<file path="src/rtl/mw_writeback_arbiter.sv">
// Write-back stage arbiter: drives the register-file write port from the MEM/WB
// instruction, filling idle slots with buffered late multdiv results.
module mw_writeback_arbiter #(
    parameter int DEPTH        = 2,
    parameter int STARVE_LIMIT = 4
) (
    input  logic        clk,
    input  logic        reset,
    input  logic [31:0] in_IR,
    input  logic [31:0] data_in_O,
    input  logic [31:0] data_in_D,
    input  logic        md_valid,
    input  logic [4:0]  md_rd,
    input  logic [31:0] md_data,
    output logic        md_ready,
    output logic        rf_we,
    output logic [4:0]  rf_addr,
    output logic [31:0] rf_data,
    output logic        stall_pipe
);
    localparam int AW = (DEPTH > 1) ? $clog2(DEPTH) : 1;
    localparam int SW = $clog2(STARVE_LIMIT + 1);
    localparam logic [AW:0]   DEPTH_C = (AW + 1)'(DEPTH);
    localparam logic [SW-1:0] LIMIT_C = SW'(STARVE_LIMIT);

    logic [4:0]  opcode;
    logic [4:0]  alu_op;
    logic        dec_we;
    logic [4:0]  dec_addr;
    logic        dec_sel_d;
    logic        pw;
    logic [31:0] pw_data;

    logic [4:0]    rd_mem   [DEPTH];
    logic [31:0]   data_mem [DEPTH];
    logic [DEPTH-1:0] dead_reg;
    logic [DEPTH-1:0] kill_hit;
    logic [AW:0]   wr_ptr_reg, rd_ptr_reg;
    logic [AW:0]   wr_ptr_next, rd_ptr_next;
    logic [AW:0]   count_next;
    logic [AW-1:0] wr_idx, head_idx;
    logic          empty;
    logic          push, pop;
    logic          md_ready_reg;
    logic [SW-1:0] starve_reg;

    logic unused_ir;
    assign unused_ir = ^{in_IR[21:7], in_IR[1:0]};

    assign opcode = in_IR[31:27];
    assign alu_op = in_IR[6:2];

    always_comb begin
        dec_we    = 1'b0;
        dec_addr  = in_IR[26:22];
        dec_sel_d = 1'b0;
        case (opcode)
            5'b00000: dec_we = (alu_op != 5'b00110) && (alu_op != 5'b00111);
            5'b00101: dec_we = 1'b1;
            5'b01000: begin
                dec_we    = 1'b1;
                dec_sel_d = 1'b1;
            end
            5'b00011: begin
                dec_we   = 1'b1;
                dec_addr = 5'd31;
            end
            5'b10101: begin
                dec_we   = 1'b1;
                dec_addr = 5'd30;
            end
            default: dec_we = 1'b0;
        endcase
        if (dec_addr == 5'd0)
            dec_we = 1'b0;
    end

    assign wr_idx   = wr_ptr_reg[AW-1:0];
    assign head_idx = rd_ptr_reg[AW-1:0];
    assign empty    = (wr_ptr_reg == rd_ptr_reg);

    assign stall_pipe = !empty && (starve_reg == LIMIT_C);
    // Reset gates the pipeline path so nothing is written while reset is held.
    assign pw      = dec_we && !stall_pipe && reset;
    assign pw_data = dec_sel_d ? data_in_D : data_in_O;

    assign pop  = !empty && !pw;
    assign push = md_valid && md_ready_reg && (md_rd != 5'd0) && !(pw && (md_rd == dec_addr));

    assign wr_ptr_next = wr_ptr_reg + (AW + 1)'(push);
    assign rd_ptr_next = rd_ptr_reg + (AW + 1)'(pop);
    assign count_next  = wr_ptr_next - rd_ptr_next;

    always_comb begin
        rf_we   = 1'b0;
        rf_addr = 5'd0;
        rf_data = 32'd0;
        if (pw) begin
            rf_we   = 1'b1;
            rf_addr = dec_addr;
            rf_data = pw_data;
        end else if (pop && !dead_reg[head_idx]) begin
            rf_we   = 1'b1;
            rf_addr = rd_mem[head_idx];
            rf_data = data_mem[head_idx];
        end
    end

    generate
        for (genvar gi = 0; gi < DEPTH; gi++) begin : g_kill
            assign kill_hit[gi] = pw && (rd_mem[gi] == dec_addr);
        end
    endgenerate

    always_ff @(posedge clk) begin
        if (push) begin
            rd_mem[wr_idx]   <= md_rd;
            data_mem[wr_idx] <= md_data;
        end
    end

    // A fresh push clears the slot's dead flag; a pipeline write to the same rd kills it.
    always_ff @(posedge clk or negedge reset) begin
        if (!reset) begin
            dead_reg <= '0;
        end else begin
            for (int i = 0; i < DEPTH; i++) begin
                if (push && (wr_idx == AW'(i)))
                    dead_reg[i] <= 1'b0;
                else if (kill_hit[i])
                    dead_reg[i] <= 1'b1;
            end
        end
    end

    always_ff @(posedge clk or negedge reset) begin
        if (!reset) begin
            wr_ptr_reg   <= '0;
            rd_ptr_reg   <= '0;
            md_ready_reg <= 1'b0;
        end else begin
            wr_ptr_reg   <= wr_ptr_next;
            rd_ptr_reg   <= rd_ptr_next;
            md_ready_reg <= (count_next != DEPTH_C);
        end
    end

    always_ff @(posedge clk or negedge reset) begin
        if (!reset)
            starve_reg <= '0;
        else if (empty || pop)
            starve_reg <= '0;
        else if (starve_reg != LIMIT_C)
            starve_reg <= starve_reg + 1'b1;
    end

    assign md_ready = md_ready_reg;
endmodule

</file>
<file path="config.mk">
export PLATFORM = sky130hd
export DESIGN_NAME = mw_writeback_arbiter
export DESIGN_NICKNAME = d
export VERILOG_FILES = /design/src/rtl/mw_writeback_arbiter.sv
export SDC_FILE = /design/constraint.sdc
export NUM_CORES = 1
export LEC_CHECK = 0
export CAP_MARGIN = 20
export CORE_AREA = 2 2 106 108
export DETAILED_ROUTE_END_ITERATION = 12
export DIE_AREA = 0 0 108 110
export PLACE_DENSITY = 0.88
export SYNTH_ARGS = -nofsm -noshare
export SYNTH_HDL_FRONTEND = slang
export SYNTH_SLANG_ARGS = --single-unit
</file>
<file path="constraint.sdc">
create_clock -name clk -period 4.9 [get_ports clk]
set_clock_uncertainty 0.2 [all_clocks]
set_input_delay 0.98 -clock clk [delete_from_list [all_inputs] [get_ports clk]]
set_output_delay 0.98 -clock clk [all_outputs]
set_load 0.02 [all_outputs]
</file>
Word level (Yosys, flattened, before mapping)
Memories as Yosys holds them, arrays and structs flattened.
Index checks and enable logic that the tools add are counted.
- bits in latches: 0
- input bits: 136
- word-level logic and storage cells: 75
- memory bits (read-only): 0
- memories kept: 2
- output and inout port bits: 40
- flip-flop bits (word level): 10
- memory bits (writable): 74
- memories (memory ; words ; width ; read ports ; clocked after Yosys merged registers in ; wr ports ; line ; text):
    data_mem ; 2 ; 32 ; 1 ; 0 ; 1 ; 35 ; logic [31:0] data_mem [DEPTH];
    rd_mem ; 2 ; 5 ; 3 ; 0 ; 1 ; 34 ; logic [4:0] rd_mem [DEPTH];
- multiply operators: 0
- muxes and demuxes: 21
- magnitude comparators: 1
- shifts and indexed selects: 0
- reduce and logical (&&, ||, !) cells: 27
- equality and inequality tests: 13
- divide/modulo/power cells: 0
- add/subtract/negate cells: 4
- bitwise gates (word level): 1
- operators by type and width (kind ; count):
    32-bit two-way mux ; 3
    5-bit equality test ; 3
    1-bit logical AND ; 14
    1-bit two-way mux ; 12
    5-bit logical NOT ; 2
    5-bit two-way mux ; 2
    5-bit by 3-bit inequality test with 1-bit output, second input constant ; 2
    5-bit case mux with 2 select lines ; 1
    3-bit two-way mux ; 2
    2-bit nonzero test ; 3
    5-bit by 2-bit equality test with 1-bit output, second input constant ; 1
    5-bit by 3-bit equality test with 1-bit output, second input constant ; 1
    5-bit by 4-bit equality test with 1-bit output, second input constant ; 1
    5-bit equality test, second input constant ; 1
    1-bit logical NOT ; 5
    5-bit nonzero test ; 1
    2-bit by 1-bit adder with 2-bit output ; 2
    4-bit OR reduction ; 1
    3-bit by 1-bit adder with 3-bit output, second input constant ; 1
    3-bit equality test, second input constant ; 1
    3-bit inequality test, second input constant ; 1
    2-bit equality test ; 1
    1-bit by 2-bit < comparator with 1-bit output, second input constant ; 1
    2-bit inequality test, second input constant ; 1
    other kinds (4) ; 4

Longest topological paths before layout
Gate-level depths: netlist of run 1.
- depth in word-level cells: 12
- depth in mapped cells: 13
- mapped depth without buffers: 12

Worst setup path after synthesis of run 1
OpenSTA, ideal clock, no wires.
- kind: in2reg
- from: input port in_IR[29]
- to: register dead_reg[1]
- data arrival time: 3.883 ns
- path buffers: 2
- required time: 4.509 ns
- stages on the path: 13
- slack: 0.625 ns
- library setup time: 0.191 ns
- cell sequence: buf_6 -> or3b_1 -> a21oi_2 -> buf_2 -> nor4_1 -> a21oi_1 -> o31a_1 -> ha_1 -> inv_1 -> o2111ai_1 -> o211ai_1 -> nand4_1 -> o32ai_1
- longest elaborated chain between the ends: 11
- elaborated cells on any way between the ends: 21
- classes of those cells: eq/ne: 6; mux: 4; reduce/logical: 11
- ends and longest elaborated chain (item ; line ; text):
    start: declaration ; 9 ; input logic [31:0] in_IR,
    5-bit equality test (tied with other cells) ; 57 ; case (opcode)
    5-bit case mux with 2 select lines / 4-bit OR reduction (equally long branches) ; n/a ;
    5-bit logical NOT / 1-bit case mux with 2 select lines (equally long branches) ; 74, 57 ;
    1-bit two-way mux ; 74 ; if (dec_addr == 5'd0)
    1-bit logical AND (2 in series) ; 84 ; assign pw = dec_we && !stall_pipe && reset;
    1-bit logical AND ; 88 ; assign push = md_valid && md_ready_reg && (md_rd != 5'd0) && !(pw && (md_rd == dec_addr));
    1-bit logical NOT ; 88 ;
    1-bit logical AND ; 88 ;
    1-bit logical AND ; 128 ; if (push && (wr_idx == AW'(i)))
    1-bit two-way mux / 2-bit nonzero test (equally long branches) ; n/a ;
    end signal: assignment ; 125 ; dead_reg <= '0;
    end signal: indexed assignment ; 129 ; dead_reg[i] <= 1'b0;
    end signal: indexed assignment ; 131 ; dead_reg[i] <= 1'b1;
    end: declaration ; 36 ; logic [DEPTH-1:0] dead_reg;
Several ways; a longest one is shown, not always the timed one.
A chain may end at the register's enable or synchronous reset.

Final worst setup path of run 1
- from: input port in_IR[27]
- to: output port rf_data[31]
- longest elaborated chain between the ends: 11
- elaborated cells on any way between the ends: 19
- classes of those cells: eq/ne: 4; mux: 7; reduce/logical: 8
- ends and longest elaborated chain (item ; line ; text):
    5-bit equality test (tied with other cells) ; 57 ;
    5-bit case mux with 2 select lines / 4-bit OR reduction (equally long branches) ; n/a ;
    5-bit logical NOT / 1-bit case mux with 2 select lines (equally long branches) ; 74, 57 ;
    1-bit two-way mux ; 74 ;
    1-bit logical AND (2 in series) ; 84 ;
    1-bit logical NOT ; 87 ; assign pop = !empty && !pw;
    1-bit logical AND ; 87 ;
    1-bit logical AND ; 102 ; end else if (pop && !dead_reg[head_idx]) begin
    32-bit two-way mux ; 102 ;
    32-bit two-way mux * ; 98 ; if (pw) begin
    end: declaration ; 18 ; output logic [31:0] rf_data,
Mark *: on every way between the ends. The rest lies on a longest branch, timed or not.

==> results.txt, run 1 <==
Ports: 176
pre-CTS setup slack: 100 ps
dominant cell type by area after synthesis: edfxtp_1
Tcrit/Tclk final: 0.979
status: completed
RSZ-0062 raised after global routing: no
clock latency on the worst-skew pair: 340 ps
CP Capture Type: output pin
post-CTS sizing: 0
Max stage delay on crit path: 640 ps
Worst Setup Slack, final: 101 ps
drt total wl: 11.7 mm
flip-flop and latch count after synthesis: 84
routability congestion estimate: 0.854
fillers: 866
hold depth: 1
initial antenna violation count: 0
critical path type: input pin to output pin
Crit Path Max Fanout: 21
PD cells: 496 nW/µm²
CP max-delay cell: clkdlybuf4s50_1
Rows: 38
Post-synth EDFFs: 74
die height: 110 µm
required time worst endpoint: 3720 ps
FF+latch area: 2470 µm²
crit path DAT: 3620 ps
Net Count, Synth: 508
clock root buffer: clkbuf_8
Worst setup SP type: input pin
Tmin final: 4800 ps
post-synth cell types: 53
Mean Syn Cell Area: 12.8 µm²
initial core utilization: 0.438
clock sink total: 84
clock buffer count from CTS: 9
Port Buffers: 157
most common cell in the netlist: edfxtp_1
DR iter-0 viols: 145
DRT antenna net count: 0
crit path cell chain: clkdlybuf4s50_1 > or4b_4 > a21oi_2 > o221a_4 > o21a_4 > buf_12 > mux2i_1 > clkdlybuf4s50_1
Hold Fails Final Rpt: 0
setup_tns: 0 ps
1st-pass router iterations: 4
Yosys top cell area share: 0.474
die area: 11900 µm²
ys flop type: edfxtp_1
Vias: 3671
vias per cell: 5.34
achievable frequency: 0.208 GHz
gr usage total: 0.199
Synth Instances: 367
Synth Warn #: 0
largest cells by area after synthesis: edfxtp_1, mux2i_1, mux2_2
CTS tree: yes
ANT cells: 0
Min-Delay Endpoint: starve_reg[0]
DIE WIDTH: 108 µm
largest net degree at the start of global routing: 27
dpl hpwl: 8.86 mm
WL/cell: 17.1 µm
vias in the first global route: 3907
hold path start: starve_reg[0]
endpoints failing setup: 0
Clock Tree Buf Depth: 2
grt ovf: 0
relative slew slack: 0.506
first-pass GRT wire length: 18.2 mm
synthesized area: 4680 µm²
launching point of the worst reg2reg path: rd_ptr_reg[0]
Reg-to-Reg End: dead_reg[0]
sequential area share after synthesis: 0.528
area grow syn2layout: 43.9%
postcts setup bufs: 0
max FFs per register: 64
VDD IR max: 0.273 mV
Worst path most repeated cell: clkdlybuf4s50_1
ys async rst share: 0.119
# nets final: 683
Static Leak: 2.33 nW
clock-pin slew on the worst setup and hold paths: 80 ps
Max Cap Viol: 0
post-cts hold buffer count: 0
Worst-Margin Slew: 741 ps
Max Transition Viols Final: 0
Commonest cells post-synth: edfxtp_1, mux2i_1, nand2_1
r2r setup slk: 1480 ps
Core Area: 10700 µm²
H-tree level count: 3
multi-input logic area: 2040 µm²
share of layout cells above drive strength 1: 0.159
DRC Markers: 0
R2R depth: 12
worst hold path type: flop to flop
Setup crit start: in_IR[27]
[report_power, final]
group	switching, mW	total [mW]	internal, mW
clock network	0.246	0.484	0.238
registers	0.0846	1.04	0.951
logic	0.964	1.83	0.862
[placed cells by master, fill, tap and decap left out, drive strengths merged, types with 3 or more instances in the layout]
master / netlist / final
a211oi: 4 / 4
a21oi: 10 / 10
and2: 3 / 3
buf: 13 / 29
clkbuf: 9 / 11
clkdlybuf4s50: 0 / 157
clkinvlp: 0 / 3
dfrtp: 10 / 10
edfxtp: 74 / 74
ha: 5 / 5
inv: 9 / 10
mux2: 32 / 32
mux2i: 69 / 69
nand2: 40 / 40
nand4: 4 / 4
nor2: 10 / 10
nor3: 4 / 4
nor3b: 3 / 3
nor4: 5 / 5
o21ai: 6 / 6
o221ai: 5 / 5
o31ai: 5 / 5
or3: 4 / 4
xnor2: 4 / 4
xor2: 8 / 8
[layer usage]
| layer | part of all wire | vias to the layer above | wire length [µm] | track usage |
|---|---|---|---|---|
| met5 | 0 | - | 0 | 0 |
| met4 | 0.018 | 0 | 206 | 0.0916 |
| met3 | 0.059 | 19 | 696 | 0.0382 |
| met2 | 0.52 | 124 | 6150 | 0.354 |
| met1 | 0.40 | 1779 | 4690 | 0.234 |
| li1 | - | 1749 | - | - |
[worst max-delay path: cells and delay by family]
kind	cells	cell delay, ps
buffers and inverters	3	1280
AOI/OAI and AO/OA	3	520
muxes	1	250
and+or+nand+nor	1	590
[cell families after synthesis]
logic type      Yosys count  share of synthesized area
compound gates           46                     0.0759
xor+xnor                 12                     0.0224
fa+ha+maj                 5                     0.0134
buf+inv                  31                     0.0395
flops                    84                      0.528
mux                     101                      0.224
simple gates             88                     0.0964
[how the worst max path moves through the flow]
| stage | end | slack [ps] |
|---|---|---|
| global route | rf_data[8] | 20 |
| detailed placement | rf_data[31] | 100 |
| finish | rf_data[31] | 100 |
| global placement | rf_addr[4] | 150 |
| floorplan | dead_reg[1] | 630 |
| CTS | rf_data[31] | 80 |
[area by class of cell]
cell class / count / area share
repair buffers: 186 / 0.271
clock inverters: 5 / 0.00910
well taps: 140 / 0.0260
clock buffers: 11 / 0.0195
flip-flops and latches: 84 / 0.367
inverters: 9 / 0.00501
multi-input cells: 252 / 0.302
[metrics by stage]
stage / utilization / instances / power, mW / area [µm²] / hold WS [ps]
2_1_floorplan: - / 367 / 2.08 / 4680 / 243
3_3_place_gp: 0.612 / 671 / 2.84 / 6550 / 258
3_5_place_dp: 0.612 / 671 / 2.89 / 6550 / 269
4_1_cts: 0.630 / 687 / 3.38 / 6740 / 281
5_1_grt: 0.630 / 687 / 3.54 / 6740 / 303
6_report: 0.630 / 687 / 3.34 / 6740 / 283
Note: power is estimated with default switching activity, not from simulation.
==> run 2: changes to the inputs <==
- CELL_PAD_IN_SITES_DETAIL_PLACEMENT: default -> 1
- CELL_PAD_IN_SITES_GLOBAL_PLACEMENT: default -> 2
- CORE_AREA: 2 2 106 108 -> 2 2 133 135
- DIE_AREA: 0 0 108 110 -> 0 0 135 137
==> run 2 against run 1 <==
Utilization shrank 22 points; count of clock-buffer cells in the layout is the same; fmax is essentially flat; global-route usage shrank 5.4 points; non-clock buffer count shrank 1; clock power grew 34%; die area grew 56%; critical path depth is the same; highest routed layer unchanged.
==> results.txt, run 2 (synthesis gave the netlist of run 1 again) <==
post-cts hold buffer count: 0
Non-Filler Instances: 771
Clock Tree Buf Depth: 2
share of layout cells above drive strength 1: 0.154
r2r setup slk: 1530 ps
CTS tree: yes
routability congestion estimate: 0.811
gr usage total: 0.145
ANT cells: 0
Max Cap Viol: 0
1st-pass router iterations: 4
grt ovf: 0
achievable frequency: 0.208 GHz
status: completed
Tmin final: 4800 ps
Ports: 176
H-tree level count: 3
launching point of the worst reg2reg path: rd_ptr_reg[0]
R2R depth: 12
fillers: 1823
DRT antenna net count: 0
Rows: 48
setup_tns: 0 ps
clock buffer count from CTS: 9
placed cell count: 755
Crit Path Max Fanout: 15
critical path type: input pin to output pin
max FFs per register: 64
commonest non-fill, non-tap cells in the layout: clkdlybuf4s50_1, edfxtp_1, mux2i_1
die area: 18500 µm²
Worst setup SP type: input pin
crit path cell chain: clkdlybuf4s50_1 > or4b_4 > a21oi_2 > o221a_4 > o21a_4 > buf_12 > mux2i_1 > clkdlybuf4s50_1
CP Capture Type: output pin
total power draw: 3.50 mW
WL/cell: 17.2 µm
Core Area: 17100 µm²
drt total wl: 13.2 mm
Max stage delay on crit path: 630 ps
crit path DAT: 3620 ps
area grow syn2layout: 49.1%
hold depth: 1
clock latency on the worst-skew pair: 330 ps
largest net degree at the start of global routing: 37
Hold Fails Final Rpt: 0
RSZ-0062 raised after global routing: no
required time worst endpoint: 3720 ps
VDD IR max: 0.277 mV
first-pass GRT wire length: 20.8 mm
clock root buffer: clkbuf_16
PD cells: 501 nW/µm²
Static Leak: 2.61 nW
# nets final: 682
DR iter-0 viols: 111
Min-Delay Endpoint: starve_reg[0]
die height: 137 µm
endpoints failing setup: 0
vias in the first global route: 4059
Tcrit/Tclk final: 0.980
initial core utilization: 0.275
hold path start: starve_reg[0]
Fin Hold WS: 267 ps
commonest non-fill, non-tap cell in the layout: clkdlybuf4s50_1
Max Transition Viols Final: 0
Vias: 3666
Reg-to-Reg End: dead_reg[0]
DRC Markers: 0
Worst-Margin Slew: 556 ps
vias per cell: 4.75
Port Buffers: 157
clock-pin slew on the worst setup and hold paths: 50 ps
clock sink total: 84
CP max-delay cell: clkdlybuf4s50_1
relative slew slack: 0.630
initial antenna violation count: 0
worst hold path type: flop to flop
dpl hpwl: 10.1 mm
Worst path most repeated cell: clkdlybuf4s50_1
DIE WIDTH: 135 µm
==> run 2: cell types whose count changed in the layout (fill, tap and decap cells not counted), moves of 2 or more <==
cell             previous run  this run
buf_4                      26        24
clkbuf_16                   0         9
clkbuf_8                    9         0
clkdlybuf4s50_1           157       139
clkinv_2                    0         2
clkinvlp_4                  3         0
dlymetal6s2s_1              0        17
==> run 2: worst max path at each step <==
| stage | cells after the start | to | slack, ps | from |
|---|---|---|---|---|
| after floorplan | 13 | dead_reg[1] | 630 | in_IR[29] |
| after global placement | 8 | rf_data[4] | 110 | in_IR[27] |
| after detailed placement | 8 | rf_data[11] | 20 | in_IR[27] |
| after CTS | 8 | rf_data[11] | 10 | in_IR[27] |
| after global routing | 8 | rf_data[28] | 0.7 | in_IR[27] |
| final | 8 | rf_data[6] | 100 | in_IR[27] |
==> run 2: report_power, final <==
group,switching [mW],internal (mW)
combinational,0.970,0.834
sequential,0.0913,0.953
clock,0.255,0.392
total,1.32,2.18
==> run 2: repair_timing <==
item	CTS	global route
buffers inserted	0	0
gates resized for setup	1	17
setup endpoints to repair	1	17
==> run 2: stage by stage <==
step	worst slack [ps]	util	area, µm²
after floorplan	625	-	4680
after global placement	114	0.390	6660
after detailed placement	17.0	0.390	6660
after CTS	14.2	0.407	6940
after global routing	0.657	0.409	6980
final	97.0	0.409	6980
==> run 2: critical path: cells and delay by family <==
kind	cells	cell delay (ps)
AND/OR/NAND/NOR	1	590
multiplexers	1	210
buffers and inverters	3	1250
AO/OA/AOI/OAI	3	570
==> run 2: layout make-up <==
cell class | count | area [µm²] | share of cell area
clock inverter | 5 | 52.6 | 0.00753
timing repair buffer | 185 | 1870 | 0.268
sequential | 84 | 2470 | 0.354
multi-input combinational | 252 | 2040 | 0.292
clock buffer | 11 | 233 | 0.0333
tap | 225 | 282 | 0.0403
inverter | 9 | 33.8 | 0.00484
==> run 2: per-layer routing <==
metal	track usage	wire, µm
met1	0.172	5600
met2	0.261	6870
met3	0.0396	658
met4	0.0336	114
met5	0	0
==> run 3: changes to the inputs <==
- GPL_TIMING_DRIVEN: default -> 0
==> run 3 against run 2 <==
Hold slack gained 17 ps; global-route usage about the same; sequential power about the same; sequential share of layout area grew 0.68 points; utilization is 0.79 points lower; critical path type unchanged; largest power group unchanged.
==> results.txt, run 3 (synthesis gave the netlist of run 1 again) <==
DRC Markers: 0
# nets final: 673
1st-pass router iterations: 5
Max Transition Viols Final: 0
status: completed
clock buffer count from CTS: 9
vias per cell: 4.73
first-pass GRT wire length: 20.7 mm
required time worst endpoint: 3720 ps
Static Leak: 2.48 nW
Crit Path Max Fanout: 10
clock latency on the worst-skew pair: 330 ps
DR iter-0 viols: 129
Rows: 48
VDD IR max: 0.193 mV
share of layout cells above drive strength 1: 0.142
Port Buffers: 152
Vias: 3608
crit path DAT: 3570 ps
commonest non-fill, non-tap cell in the layout: clkdlybuf4s50_1
Ports: 176
Max Cap Viol: 0
Worst setup SP type: input pin
DIE WIDTH: 135 µm
clock-pin slew on the worst setup and hold paths: 60 ps
gr usage total: 0.146
fillers: 1830
RSZ-0062 raised after global routing: no
commonest non-fill, non-tap cells in the layout: clkdlybuf4s50_1, edfxtp_1, mux2i_1
grt ovf: 0
H-tree level count: 3
crit path cell chain: clkdlybuf4s50_1 > or4b_4 > a21oi_2 > o221a_4 > o21a_4 > buf_8 > buf_12 > mux2i_1 > dlygate4sd2_1
critical path type: input pin to output pin
initial antenna violation count: 0
largest net degree at the start of global routing: 26
CTS tree: yes
Core Area: 17100 µm²
achievable frequency: 0.210 GHz
max FFs per register: 64
initial core utilization: 0.275
CP max-delay cell: or4b_4
ANT cells: 0
dpl hpwl: 10.4 mm
Fin Hold WS: 284 ps
total power draw: 3.49 mW
area grow syn2layout: 46.2%
routability congestion estimate: 0.846
Hold Fails Final Rpt: 0
delay-heaviest family, CP: buffers and inverters
Clock Tree Buf Depth: 2
clock sink total: 84
WL/cell: 17.9 µm
worst hold path type: flop to flop
die height: 137 µm
Tmin final: 4750 ps
CP Capture Type: output pin
endpoints failing setup: 0
vias in the first global route: 4059
clock root buffer: clkbuf_16
DRT antenna net count: 0
Critical path buffers and inverters: 4
Max stage delay on crit path: 610 ps
relative slew slack: 0.441
die area: 18500 µm²
Tcrit/Tclk final: 0.970
drt total wl: 13.6 mm
PD cells: 510 nW/µm²
Worst-Margin Slew: 839 ps
==> run 3: cell type report <==
class	count	area, µm²	share of cell area
Tap cell	225	282	0.0411
Buffer	22	151	0.0221
Multi-Input combinational cell	252	2050	0.300
Inverter	9	33.8	0.00493
Clock buffer	9	225	0.0329
Clock inverter	7	91.3	0.0133
Sequential cell	84	2470	0.361
Timing Repair Buffer	154	1540	0.225
==> run 3: timing repair <==
item                                    4_1_cts  5_1_grt
resized for setup                            35        7
endpoints found under the setup margin       37       12
cloned                                        0        0
hold buffers                                  0        0
buffers inserted                              0        0
==> run 3: metal layers <==
| layer | vias up | wire length, µm | GRT usage |
|---|---|---|---|
| met1 | 1765 | 5650 | 0.172 |
| met3 | 13 | 740 | 0.0356 |
| met5 | - | 0 | 0 |
| met4 | 0 | 157 | 0.0405 |
| li1 | 1721 | - | - |
| met2 | 109 | 7070 | 0.263 |
==> run 3: stage by stage <==
step           TNS (ps)  setup slack [ps]  utilization  std cells  cell area [µm²]
2_1_floorplan         0               625            -        367             4680
3_3_place_gp     -32790              -929        0.380        744             6490
3_5_place_dp      -5130              -224        0.383        746             6530
4_1_cts               0              20.2        0.400        762             6830
5_1_grt               0              3.58        0.401        762             6850
6_report              0               147        0.401        762             6850
==> run 3: path summary, 6_finish.rpt <==
| check | from | endpoint | slack, ps | cells past startpoint |
|---|---|---|---|---|
| setup reg to reg | rd_ptr_reg[1] | dead_reg[0] | 1330 | 13 |
| min in group asynchronous | reset | dead_reg[0] | 810 | 1 |
| max in group asynchronous | reset | wr_ptr_reg[0] | 3330 | 1 |
| hold reg to reg | starve_reg[0] | starve_reg[0] | 280 | 1 |
| setup / recovery | in_IR[27] | rf_data[17] | 150 | 9 |
| hold / removal | starve_reg[0] | starve_reg[0] | 280 | 1 |
==> run 3: worst reg2reg max path: cells and delay by family (launching register included) <==
family,cells,cell delay [ps]
xor+xnor,1,280
simple gates,3,450
buf+inv,3,620
fa+ha+maj,1,370
compound gates,5,1150
flops,1,410
==> run 3: report_power, final <==
group / leakage (nW) / total (mW) / switching [mW] / internal (mW)
Clock: 0.145 / 0.721 / 0.278 / 0.444
Sequential: 0.813 / 1.01 / 0.0555 / 0.953
Combinational: 1.52 / 1.76 / 1.03 / 0.733
